File: src/rtl/serial_sub_pkg.sv
// rtl/serial_sub_pkg.sv - shared state encoding and default width for the serial subtractor
package serial_sub_pkg;

    localparam logic [1:0] ST_IDLE  = 2'd0;
    localparam logic [1:0] ST_SHIFT = 2'd1;
    localparam logic [1:0] ST_DONE  = 2'd2;

    localparam int DEFAULT_WIDTH = 8;

    typedef enum logic [1:0] {
        IDLE  = ST_IDLE,
        SHIFT = ST_SHIFT,
        DONE  = ST_DONE
    } state_t;

endpackage

File: src/rtl/fullsubstractor.sv
// rtl/fullsubstractor.sv - one-bit full subtractor cell: a - b - bin
module fullsubstractor (
    input  logic a,
    input  logic b,
    input  logic bin,
    output logic diff,
    output logic bout
);

    assign diff = a ^ b ^ bin;
    assign bout = (~a & b) | (~(a ^ b) & bin);

endmodule

File: src/rtl/serial_subtractor.sv
// rtl/serial_subtractor.sv - bit-serial LSB-first unsigned subtractor, one bit per clock
module serial_subtractor
    import serial_sub_pkg::*;
#(
    parameter int WIDTH = DEFAULT_WIDTH
) (
    input  logic             clk,
    input  logic             rst_n,
    input  logic             start,
    input  logic [WIDTH-1:0] a,
    input  logic [WIDTH-1:0] b,
    input  logic             bin,
    output logic             busy,
    output logic             done,
    output logic [WIDTH-1:0] d,
    output logic             bout
);

    localparam int CW = $clog2(WIDTH);

    state_t           state_q, state_d;
    logic [WIDTH-1:0] a_q, a_d;
    logic [WIDTH-1:0] b_q, b_d;
    logic [WIDTH-1:0] res_q, res_d;
    logic [WIDTH-1:0] d_q, d_d;
    logic [CW-1:0]    cnt_q, cnt_d;
    logic             br_q, br_d;
    logic             bout_q, bout_d;
    logic             busy_q, busy_d;
    logic             done_q, done_d;
    logic             cell_diff;
    logic             cell_borrow;

    fullsubstractor u_cell (
        .a    (a_q[0]),
        .b    (b_q[0]),
        .bin  (br_q),
        .diff (cell_diff),
        .bout (cell_borrow)
    );

    always_comb begin
        state_d = state_q;
        a_d     = a_q;
        b_d     = b_q;
        res_d   = res_q;
        d_d     = d_q;
        cnt_d   = cnt_q;
        br_d    = br_q;
        bout_d  = bout_q;
        case (state_q)
            IDLE: begin
                if (start) begin
                    state_d = SHIFT;
                    a_d     = a;
                    b_d     = b;
                    br_d    = bin;
                    cnt_d   = '0;
                end
            end
            SHIFT: begin
                res_d = {cell_diff, res_q[WIDTH-1:1]};
                br_d  = cell_borrow;
                a_d   = a_q >> 1;
                b_d   = b_q >> 1;
                cnt_d = cnt_q + 1'b1;
                // Last bit: publish the completed word so d/bout only move here.
                if (cnt_q == CW'(WIDTH - 1)) begin
                    d_d     = {cell_diff, res_q[WIDTH-1:1]};
                    bout_d  = cell_borrow;
                    state_d = DONE;
                end
            end
            DONE:    state_d = IDLE;
            default: state_d = IDLE;
        endcase
        busy_d = (state_d != IDLE);
        done_d = (state_d == DONE);
    end

    always_ff @(posedge clk or negedge rst_n) begin
        if (!rst_n) begin
            state_q <= IDLE;
            a_q     <= '0;
            b_q     <= '0;
            res_q   <= '0;
            d_q     <= '0;
            cnt_q   <= '0;
            br_q    <= 1'b0;
            bout_q  <= 1'b0;
            busy_q  <= 1'b0;
            done_q  <= 1'b0;
        end else begin
            state_q <= state_d;
            a_q     <= a_d;
            b_q     <= b_d;
            res_q   <= res_d;
            d_q     <= d_d;
            cnt_q   <= cnt_d;
            br_q    <= br_d;
            bout_q  <= bout_d;
            busy_q  <= busy_d;
            done_q  <= done_d;
        end
    end

    assign busy = busy_q;
    assign done = done_q;
    assign d    = d_q;
    assign bout = bout_q;

endmodule

File: config.mk
export PLATFORM = sky130hd
export DESIGN_NAME = serial_subtractor
export DESIGN_NICKNAME = d
export VERILOG_FILES = /design/src/rtl/serial_sub_pkg.sv /design/src/rtl/fullsubstractor.sv /design/src/rtl/serial_subtractor.sv
export SDC_FILE = /design/constraint.sdc
export NUM_CORES = 1
export LEC_CHECK = 0
export ABC_CLOCK_PERIOD_IN_PS = 1500
export CAP_MARGIN = 10
export CORE_ASPECT_RATIO = 2
export CORE_MARGIN = 2
export CORE_UTILIZATION = 30
export DETAILED_ROUTE_END_ITERATION = 10
export DONT_BUFFER_PORTS = 1
export GPL_TIMING_DRIVEN = 0
export HOLD_SLACK_MARGIN = 0.08
export MAX_ROUTING_LAYER = met4
export SLEW_MARGIN = 40
export SYNTH_ARGS = -nofsm -noshare
export SYNTH_HDL_FRONTEND = slang
export SYNTH_SLANG_ARGS = --single-unit
File: constraint.sdc
create_clock -name clk -period 1.5 [get_ports clk]
set_clock_uncertainty 0.1 [all_clocks]
set_input_delay 0.3 -clock clk [delete_from_list [all_inputs] [get_ports clk]]
set_output_delay 0.3 -clock clk [all_outputs]
set_load 0.03 [all_outputs]
Word level (Yosys, flattened, before mapping)
Index checks and enable logic that the tools add are counted.
Widths: inputs -> output; s select.
Word-level totals
  flip-flop bits (word level): 41
  output and inout bits: 11
  word-level logic and storage cells: 38
  input port bits: 20
Cells by class
  $add $sub $neg: 1
  eq/ne operators: 4
  muxes and demuxes: 11
  bitwise logic cells: 7
  reduce and logical (&&, ||, !) cells: 5
Operators with widths (count)
  $pmux 8 s2: 2
  $mux 8: 2
  $pmux 3 s2: 1
  $mux 2: 2
  $pmux 2 s2: 1
  $reduce_and 2->1: 2
  $reduce_bool 2->1: 2
  $add 3x1->3 const B: 1
  $eq 3x3->1 const B: 1
  $mux 3: 1
  $and 1x1->1: 2
  $eq 2x1->1 const B: 1
  $eq 2x2->1 const B: 1
  $logic_not 2->1: 1
  $ne 2x2->1 const B: 1
  $not 1->1: 2
  $pmux 1 s2: 1
  $xor 1x1->1: 2
  $mux 1: 1
  $or 1x1->1: 1

Longest topological paths before layout
Gate-level depths: netlist of the first run.
  depth after elaboration: 5
  mapped depth: 5

Hierarchy
A second synthesis of the first run with hierarchy kept.
Unflattened totals
  cell total of the unflattened synthesis: 155
  area total of the unflattened synthesis: 1735.4 um^2
By module, submodules not included
  serial_subtractor: instances 1, sequential area each 1001.0 um^2, cells each 151, area each 1704.1 um^2
  fullsubstractor: instances 1, sequential area each 0.0 um^2, cells each 4, area each 31.3 um^2

Least setup slack after synthesis of the first run
OpenSTA, ideal clock, no wires.
  path kind: reg-to-reg
  from: register cnt_q[0]
  to: register bout_q, in the netlist bout
  library setup time: 0.125 ns
  slack: -0.104 ns
  data arrival time: 1.379 ns
  cell stages (with the launch flop): 6
  clock period less this slack: 1.604 ns
  data required time: 1.275 ns
  cells stage by stage: dfrtp_1 > ha_1 > ha_1 > nand3b_1 > buf_2 > mux2_2
Between the ends
  cells in the longest elaborated chain, start to end: 2
RTL lines
  start, declared: line serial_subtractor.sv:26  | logic [CW-1:0] cnt_q, cnt_d;
  start signal, assigned: line serial_subtractor.sv:99  | cnt_q <= cnt_d;
  $eq 3x3->1: line serial_subtractor.sv:68  | if (cnt_q == CW'(WIDTH - 1)) begin
  $reduce_and 2->1 (no source line)
  end signal, assigned: line serial_subtractor.sv:101  | bout_q <= bout_d;
  end, declared: line serial_subtractor.sv:28  | logic bout_q, bout_d;
Every way passes these cells.
A chain may end at the register's enable or synchronous reset.

Final worst setup path of the first run
  from: register cnt_q[1]
  to: register d_q[6], in the netlist d[6]
Between the ends
  cells in the longest elaborated chain, start to end: 2
RTL lines
  $eq 3x3->1: line serial_subtractor.sv:68
  $reduce_and 2->1 (no source line)
  end signal, assigned: line serial_subtractor.sv:87  | d_q <= '0;
  end signal, assigned: line serial_subtractor.sv:98  | d_q <= d_d;
  end, declared: line serial_subtractor.sv:25  | logic [WIDTH-1:0] d_q, d_d;
Every way passes these cells.

==> results of run 1 <==
-- synthesized netlist by cell type (all sizes together) --
library cell  count
nand4bb           2
inv              23
fa                1
mux2             15
o21bai            1
ha                2
nand2             2
nor2             15
buf              10
o311ai            2
nor2b             3
dfrtp            40
a22o              2
nand3b            1
a222oi           15
o21ba             1
mux2i             2
-- layer usage --
layer	wire length, µm	track usage (%)	vias to the layer above	share of wire, %
met4	114	7.13	0	3.3
met1	1330	13.4	561	38
met3	192	3.25	8	5.5
met2	1840	18.9	36	53
li1	-	-	498	-
met5	0	-	-	0
-- logic make-up after synthesis --
logic type                 after synthesis
adders and majority gates                3
buffers and inverters                   33
DFF                                     40
AOI/OAI and AO/OA                       21
muxes                                   17
and+or+nand+nor                         23
-- final cells by class --
class,count,share of cell area (%)
clock inverters,3,2.31
well taps,61,3.70
plain buffers,9,4.01
clock buffers,5,6.07
repair buffers,4,2.06
multi-input cells,64,29.0
inverters,23,4.19
flip-flops and latches,40,48.6
-- how the worst max path moves through the flow --
stage	start	endpoint	slack (ps)	cells after the start
after global placement	cnt_q[1]$_DFFE_PN0P_	bout$_DFFE_PN0P_	-70	5
after CTS	cnt_q[1]$_DFFE_PN0P_	d[6]$_DFFE_PN0P_	-110	5
after floorplan	cnt_q[1]$_DFFE_PN0P_	bout$_DFFE_PN0P_	3	5
final	cnt_q[1]$_DFFE_PN0P_	d[6]$_DFFE_PN0P_	-110	5
after global routing	cnt_q[1]$_DFFE_PN0P_	d[6]$_DFFE_PN0P_	-160	5
after detailed placement	cnt_q[0]$_DFFE_PN0P_	bout$_DFFE_PN0P_	-110	5
-- state kept, by name (all words and copies together) (netlist names) --
signal,count
b_q,8
res_q,7
a_q,8
cnt_q,3
state_q,2
busy,1
bout,1
done,1
br_q,1
d,8
-- power groups by stage --
stage / Sequential (µW) / Clock, µW / Combinational [µW]
finish: 2110 / 1220 / 1590
global route: 2190 / 1280 / 1750
CTS: 2110 / 1240 / 1580
detailed placement: 2130 / 0 / 1510
global placement: 2110 / 0 / 1420
floorplan: 2050 / 0 / 1240
-- through the flow --
step	power, µW	hold WS, ps	std cells	setup TNS (ps)
after global routing	5220	101	209	-1220
after global placement	3530	-94.3	198	-443
after CTS	4930	101	209	-832
final	4920	97.5	209	-788
after detailed placement	3640	-94.6	198	-721
after floorplan	3290	-95.6	137	0
-- repair_timing --
action	CTS	global route
endpoints found under the hold margin	40	0
endpoints found under the setup margin	10	19
setup buffers	1	0
gates resized for setup	2	5
pin swaps	3	2
gates cloned	0	1
hold buffers	2	0
==> impl_metrics.tcl, run 1 <==
set metrics [dict create \
    cts_max_path_buffers 2 \
    die_w_um 57.8 \
    firstDrtPassIters 7 \
    cts_num_sinks 40 \
    combPwrFrac_pct 32.3 \
    vias 1103 \
    path_cells "ha_2 > ha_4 > nand3b_1 > buf_6 > mux2_2" \
    hold_start "start" \
    final_design_area_no_fill_um2 2060 \
    h-tree-depth 2 \
    yosys-top-cells-area "dfrtp_1, mux2_2, a222oi_1, inv_1, nor2_1" \
    synth_mux_area_share_pct 10.9 \
    worstReg2RegStart "cnt_q[1]$_DFFE_PN0P_" \
    rsz0062_at_grt "true" \
    cts_root_buf "clkbuf_16" \
    fin_nets 170 \
    port_buffers 0 \
    syn_nets 160 \
    grt_start_max_net_pins 41 \
    cts_tree "yes" \
    powerDensity_nw_per_um2 2390 \
    seq_area_frac_synth_pct 57.7 \
    synthXorXnorAreaFrac_pct 0 \
    drv_cap 0 \
    slew_headroom_pct 77.0 \
    io_pins 31 \
    maxSlewViolCount 0 \
    peakVddDrop_mv 1.30 \
    pwr-share-seq_pct 43.0 \
    netlist_area_um2 1740 \
    ys_warn_count 0 \
    ys_types 21 \
    min_period_ps 1610 \
    initial_core_util_pct 30.7 \
    syn_to_final_growth_pct 18.7 \
    register_area_um2 1000 \
    drive_gt1_share_pct 28.4 \
    final_util_pct 36.4 \
    grt.total_usage_pct 12.1 \
    drtAntennaViolNets 0 \
    clkTransAtPathRegs_ps 60 \
    status "finished with violations" \
    ys_ff_latch 40 \
    grt_pass1_wl_um 5790 \
    synth-simple-area-share_pct 6.92 \
    dpl.hpwl_um 2490 \
    dr.first_iter.drc_count 86 \
    swShare_pct 34.0 \
    yosysTopAreaCell "dfrtp_1" \
    failed_checks "setup timing" \
    synth_fa_ha_area_share_pct 2.60 \
    syn_avg_cell_area_um2 12.7 \
    multi_input_area_um2 598 \
    cp_max_fo 10 \
    fillers 553 \
    crit_path_end_kind "flip-flop" \
    grt_antenna_before_repair 0 \
    synth_compound_area_share_pct 11.9 \
    synth_top_family_by_area "compound AO/OA/AOI/OAI gates" \
    hold_viol 0 \
    final-setup-viol-count 8 \
    wire_per_inst_um 16.6 \
    grt_pass1_vias 1219 \
    diodes 0 \
    drc 0 \
    cp_data_arrival_time_ps 1680 \
    start_kind "flip-flop" \
    gp_congestion 0.704 \
    drt_wl_total_um 3470 \
    post-place-ws_ps -114 \
    reg2reg_depth 5 \
    p_leak_uw 0.000975 \
    fmax_mhz 621 \
    core-area_um2 5660 \
    rows 39 \
    internal_power_uw 3250 \
    insertion_delay_ps 280 \
    fp.dieH_um 112 \
    path_buf_inv 1 \
    cts_buffers 5 \
    dieArea_um2 6450 \
    timing.final.crit_share_pct 107 \
    hold_class "primary input to flip-flop" \
    final_cell_mix "dfrtp_1, inv_1, nor2_1, a222oi_1, mux2_2" \
    dpl_cell_area_um2 1820 \
    grt_overflow 0 \
    clkPwrFrac_pct 24.7 \
    r2r_slack_ps -110 \
    critical_path_class "flip-flop to flip-flop" \
    r2r_end "d[6]$_DFFE_PN0P_" \
    cp_top_family "flip-flops" \
    fin_ws_ps -111 \
    synth_cells 137 \
    layout_commonest_cell "dfrtp_1" \
    synth_top_area_share_pct 57.7 \
    holdPathEnd "b_q[7]$_DFFE_PN0P_" \
    max_stage_delay_ps 390 \
    cpMaxStageDelayCell "dfrtp_1" \
    worst_slew_pin_slew_ps 341 \
    hold_path_depth 1 \
    power.switching_uw 1670 \
    viasPerCell 5.28 \
    crit_required_ps 1570 \
]
No activity file was read; power rests on OpenSTA's default activity.
==> run 2: changes to the inputs <==
--- a/config.mk
+++ b/config.mk
@@ -18,4 +18,5 @@
 export SLEW_MARGIN = 40
 export SYNTH_ARGS = -nofsm -noshare
 export SYNTH_HDL_FRONTEND = slang
+export SYNTH_HIERARCHICAL = 1
 export SYNTH_SLANG_ARGS = --single-unit
==> impl_metrics.tcl, run 2 <==
set metrics [dict create \
    grt_antenna_before_repair 0 \
    layout_commonest_cell "dfrtp_1" \
    drt_wl_total_um 3880 \
    cp_data_arrival_time_ps 1500 \
    yosys-top-cells-area "dfrtp_1, o32ai_1, o22ai_1, nand2_1, mux2_2" \
    holdWs_ps 78.8 \
    drive_gt1_share_pct 20.7 \
    synth_most_common_cell "dfrtp_1" \
    start_kind "flip-flop" \
    final_cell_mix "dfrtp_1, nand2_1, nor2_1" \
    vias 1183 \
    firstDrtPassIters 4 \
    p_total_uw 4710 \
    min_period_ps 1440 \
    worst_slew_pin_slew_ps 315 \
    cts_root_buf "clkbuf_16" \
    synthArstFlopShare_pct 100 \
    holdPathEnd "state_q[0]$_DFF_PN0_" \
    seq_area_frac_synth_pct 57.7 \
    insertion_delay_ps 280 \
    cts_tree "yes" \
    cts_buffers 5 \
    dr.first_iter.drc_count 19 \
    synth_cells 155 \
    timing.final.crit_share_pct 96.1 \
    clkTransAtPathRegs_ps 60 \
    p_leak_uw 0.000923 \
    rows 39 \
    gp_congestion 0.755 \
    hold_class "primary input to flip-flop" \
    ys_warn_count 6 \
    drv_cap 0 \
    die_w_um 57.8 \
    fmax_mhz 694 \
    grt_pass1_vias 1305 \
    cp_max_fo 10 \
    syn_avg_cell_area_um2 11.2 \
    fin_nets 191 \
    io_pins 31 \
    h-tree-depth 2 \
    core-area_um2 5660 \
    ys_types 24 \
    syn_nets 178 \
    dpl.hpwl_um 2750 \
    maxSlewViolCount 0 \
    grt_overflow 0 \
    grt_start_max_net_pins 41 \
    diodes 0 \
    r2r_end "a_q[6]$_DFFE_PN0P_" \
    synth_flop_cell "dfrtp_1" \
    powerDensity_nw_per_um2 2290 \
    viasPerCell 5.14 \
    grt.total_usage_pct 13.9 \
    worstReg2RegStart "state_q[0]$_DFF_PN0_" \
    dieArea_um2 6450 \
    reg2reg_depth 4 \
    hold_start "start" \
    peakVddDrop_mv 1.06 \
    cts_max_path_buffers 2 \
    drc 0 \
    r2r_slack_ps 60 \
    yosysTopAreaCell "dfrtp_1" \
    setup_tns_ps 0 \
    cts_num_sinks 40 \
    ys_ff_latch 40 \
    drtAntennaViolNets 0 \
    crit_required_ps 1560 \
    syn_to_final_growth_pct 18.6 \
    critical_path_class "flip-flop to flip-flop" \
    final-setup-viol-count 0 \
    hold_viol 0 \
    fp.dieH_um 112 \
    initial_core_util_pct 30.7 \
    synth_top_area_share_pct 57.7 \
    synth-edff-count 0 \
    final_util_pct 36.4 \
    netlist_area_um2 1740 \
    hold_path_depth 2 \
    port_buffers 0 \
    synth_common_cells "dfrtp_1, nand2_1, nor2_1, o22ai_1, o32ai_1" \
    status "finished clean" \
    slew_headroom_pct 79.0 \
    wire_per_inst_um 16.9 \
    crit_path_end_kind "flip-flop" \
    grt_pass1_wl_um 6580 \
]
run 2: power breakdown:
part           internal (µW)  switching, µW
logic                    704            743
clock network            663            401
registers               1580            628
total                   2940           1770
run 2: how the worst max path moves through the flow:
| stage | from | to | slack [ps] | cells after the start |
|---|---|---|---|---|
| 6_report | state_q[0]$_DFF_PN0_ | a_q[6]$_DFFE_PN0P_ | 60 | 4 |
| 5_1_grt | state_q[0]$_DFF_PN0_ | b_q[6]$_DFFE_PN0P_ | -6 | 5 |
| 4_1_cts | state_q[1]$_DFF_PN0_ | a_q[6]$_DFFE_PN0P_ | 8 | 4 |
| 3_5_place_dp | cnt_q[0]$_DFFE_PN0P_ | d[2]$_DFFE_PN0P_ | -60 | 5 |
| 3_3_place_gp | cnt_q[0]$_DFFE_PN0P_ | d[2]$_DFFE_PN0P_ | -40 | 5 |
| 2_1_floorplan | cnt_q[0]$_DFFE_PN0P_ | d[0]$_DFFE_PN0P_ | 40 | 5 |
run 2: repair_timing:
action,in CTS,in global routing
endpoints found under the hold margin,42,0
setup buffers,0,2
hold buffers,4,0
pin swaps,0,1
endpoints found under the setup margin,19,13
gates resized for setup,3,7
run 2: logic make-up after synthesis:
logic type | share of synthesized area, %
flip-flops | 57.7
AO/OA/AOI/OAI | 15.7
multiplexers | 7.07
buffers and inverters | 4.90
adder cells (fa/ha/maj) | 2.60
AND/OR/NAND/NOR | 12.0
run 2: per-layer routing:
layer  part of all wire (%)  wire length (µm)  GRT usage [%]  vias up
li1                       -                 -              -      575
met1                     39              1490           15.0      582
met2                     55              2130           22.6       19
met3                    3.9               150           3.37        7
met4                    2.8               108           7.75        0
met5                      0                 0              -        -
run 2: worst max-delay path, cell delays in order, from the launching register on:
cell and delay [ps]:
dfrtp_1 400, buf_2 200, buf_2 220, o32ai_1 320
nor2_1 80
run 2: final cells by class:
type	count	area, µm²
multi-input cells	98	679
flip-flops and latches	40	1000
fillers	567	3600
plain buffers	9	56.3
repair buffers	6	65.1
inverters	8	32.5
clock buffers	8	146
well taps	61	76.3
run 2: metrics by stage:
stage,setup WS [ps],cells,instance area [µm²]
2_1_floorplan,42.7,155,1740
3_3_place_gp,-41.9,216,1810
3_5_place_dp,-55.5,216,1810
4_1_cts,8.34,228,2010
5_1_grt,-5.97,230,2060
6_report,58.3,230,2060
==> run 3: changes to the inputs <==
--- a/config.mk
+++ b/config.mk
@@ -5,6 +5,7 @@
 export SDC_FILE = /design/constraint.sdc
 export NUM_CORES = 1
 export LEC_CHECK = 0
+export ABC_AREA = 1
 export ABC_CLOCK_PERIOD_IN_PS = 1500
 export CAP_MARGIN = 10
 export CORE_ASPECT_RATIO = 2
@@ -15,6 +16,7 @@
 export GPL_TIMING_DRIVEN = 0
 export HOLD_SLACK_MARGIN = 0.08
 export MAX_ROUTING_LAYER = met4
+export SETUP_SLACK_MARGIN = 0.4
 export SLEW_MARGIN = 40
 export SYNTH_ARGS = -nofsm -noshare
 export SYNTH_HDL_FRONTEND = slang
==> impl_metrics.tcl, run 3 <==
set metrics [dict create \
    drt_wl_total_um 4740 \
    timing.final.crit_share_pct 86.4 \
    critical_path_class "flip-flop to flip-flop" \
    final_util_pct 46.4 \
    rsz0062_at_grt "true" \
    reg2reg_depth 8 \
    grt_antenna_before_repair 0 \
    port_buffers 0 \
    drv_cap 0 \
    cts_root_buf "clkbuf_16" \
    max_stage_delay_ps 420 \
    slew_headroom_pct 78.2 \
    ctsHoldBuffers 2 \
    drive_gt1_share_pct 50.8 \
    busiest_layer "met2" \
    maxSlewViolCount 0 \
    dr.first_iter.drc_count 49 \
    worst_slew_pin_slew_ps 327 \
    synthArstFlopShare_pct 100 \
    grt_pass1_wl_um 7810 \
    firstDrtPassIters 4 \
    yosys-top-cells-area "dfrtp_1, nand2_1, inv_1, nand3_1, buf_6" \
    status "finished with violations" \
    rows 41 \
    viasPerCell 4.41 \
    gr-usage-met1_pct 15.4 \
    cts_num_sinks 40 \
    cts_buffers 5 \
    final-setup-viol-count 0 \
    h-tree-depth 2 \
    syn_avg_cell_area_um2 8.56 \
    cpMaxStageDelayCell "dfrtp_1" \
    layout_commonest_cell "nand2_1" \
    min_period_ps 1300 \
    core-area_um2 6260 \
    ys_types 20 \
    failed_checks "hold timing" \
    crit_required_ps 1580 \
    path_cells "inv_4 > nand2_4 > nand2_4 > buf_6 > inv_8 > buf_6 > nand2_2 > nand2_1" \
    p_total_uw 6700 \
    netlist_area_um2 1930 \
    ys_warn_count 6 \
    setup_tns_ps 0 \
    peakVddDrop_mv 0.705 \
    synth_cells 225 \
    wire_per_inst_um 13.6 \
    fillers 599 \
    cp_data_arrival_time_ps 1370 \
    seq_area_frac_synth_pct 52.0 \
    initial_core_util_pct 30.8 \
    cts_max_path_buffers 2 \
    gp_congestion 0.734 \
    diodes 0 \
    grt_start_max_net_pins 41 \
    p_leak_uw 0.00150 \
    gr-usage-met2_pct 25.5 \
    holdWs_ps -405 \
    clkTransAtPathRegs_ps 60 \
    grt.total_usage_pct 15.4 \
    dieArea_um2 7110 \
    drtAntennaViolNets 0 \
    synth_top_area_share_pct 52.0 \
    fp.dieH_um 117 \
    drc 0 \
    fmax_mhz 772 \
    cts_tree "yes" \
    yosysTopAreaCell "dfrtp_1" \
    ys_ff_latch 40 \
    fin_nets 286 \
    start_kind "flip-flop" \
    vias 1543 \
    grt_pass1_vias 1606 \
    synth_most_common_cell "nand2_1" \
    synth_common_cells "nand2_1, inv_1, dfrtp_1, nand3_1, o21ai_0" \
    io_pins 31 \
    synth-edff-count 0 \
    grt_overflow 0 \
    syn_nets 248 \
    synth_flop_cell "dfrtp_1" \
    final_cell_mix "nand2_1, inv_1, dfrtp_1" \
    crit_path_end_kind "flip-flop" \
    syn_to_final_growth_pct 50.9 \
    powerDensity_nw_per_um2 2300 \
    die_w_um 60.7 \
    dpl.hpwl_um 2850 \
    hold_viol 40 \
    grt_use_met3_pct 3.97 \
    insertion_delay_ps 290 \
    hold_class "primary input to asynchronous set/reset pin" \
    cp_max_fo 6 \
]
[run 3: cell types whose count changed after synthesis, moves of 3 or more]
cell	previous run	this run
mux2_4	3	0
inv_1	7	42
nand2_4	0	4
o32ai_1	15	0
nand3_1	0	29
mux2_2	6	0
o21ai_2	0	7
o22ai_1	15	0
buf_6	1	6
nand2_1	24	71
o21ai_0	6	9
nor2_1	17	2
[run 3: cell families (layout without fill, tap and decap cells)]
kind of cell	count (synthesis)	after routing	synth area share [%]
buffers and inverters	55	94	13.6
AND/OR/NAND/NOR	108	108	25.2
AO/OA/AOI/OAI	19	19	6.89
adder cells (fa/ha/maj)	3	3	2.34
flip-flops	40	40	52.0
[run 3: critical path, delay by kind of cell, from the launching register on]
family | cells | cell delay (ps)
buffers and inverters | 4 | 390
AND/OR/NAND/NOR | 4 | 250
flip-flops | 1 | 420
[run 3: metal layers]
layer	wire length [µm]	vias up
li1	-	751
met1	1730	764
met2	2730	21
met3	155	7
met4	130	0
met5	0	-
[run 3: worst paths after layout]
check	start	slack [ps]	end
min in group clk	b[2]	120	b_q[2]$_DFFE_PN0P_
setup / recovery	state_q[1]$_DFF_PN0_	200	a_q[1]$_DFFE_PN0P_
max in group asynchronous	rst_n	1600	d[1]$_DFFE_PN0P_
setup reg to reg	state_q[1]$_DFF_PN0_	200	a_q[1]$_DFFE_PN0P_
hold / removal	rst_n	-400	b_q[2]$_DFFE_PN0P_
hold reg to reg	a_q[2]$_DFFE_PN0P_	380	a_q[2]$_DFFE_PN0P_
[run 3: final cells by class]
cell class / count / area, µm² / share of cell area [%]
clock buffer: 6 / 139 / 4.78
timing repair buffer: 31 / 382 / 13.1
clock inverter: 2 / 38.8 / 1.34
inverter: 45 / 179 / 6.16
tap: 86 / 108 / 3.70
multi-input combinational: 130 / 917 / 31.6
sequential: 40 / 1010 / 34.7
buffer: 10 / 135 / 4.65
[run 3: metrics by stage]
stage / std cells / hold slack (ps) / setup slack (ps) / instance area (µm²)
global route: 350 / -408 / 157 / 2910
CTS: 344 / -405 / 205 / 2730
global placement: 311 / -94.6 / 144 / 2120
finish: 350 / -405 / 204 / 2910
detailed placement: 311 / -94.7 / 117 / 2120
floorplan: 225 / -95.6 / 236 / 2010
[run 3: power breakdown]
part | internal (µW) | switching, µW | total (µW)
combinational | 1650 | 1570 | 3220
sequential | 1590 | 609 | 2190
clock | 833 | 448 | 1280
[run 3: repair_timing]
action | CTS | global route
resized for setup | 54 | 34
endpoints found under the setup margin | 51 | 51
pin swaps | 11 | 15
buffers inserted | 19 | 5
hold endpoints to repair | 42 | 40
cloned | 4 | 1
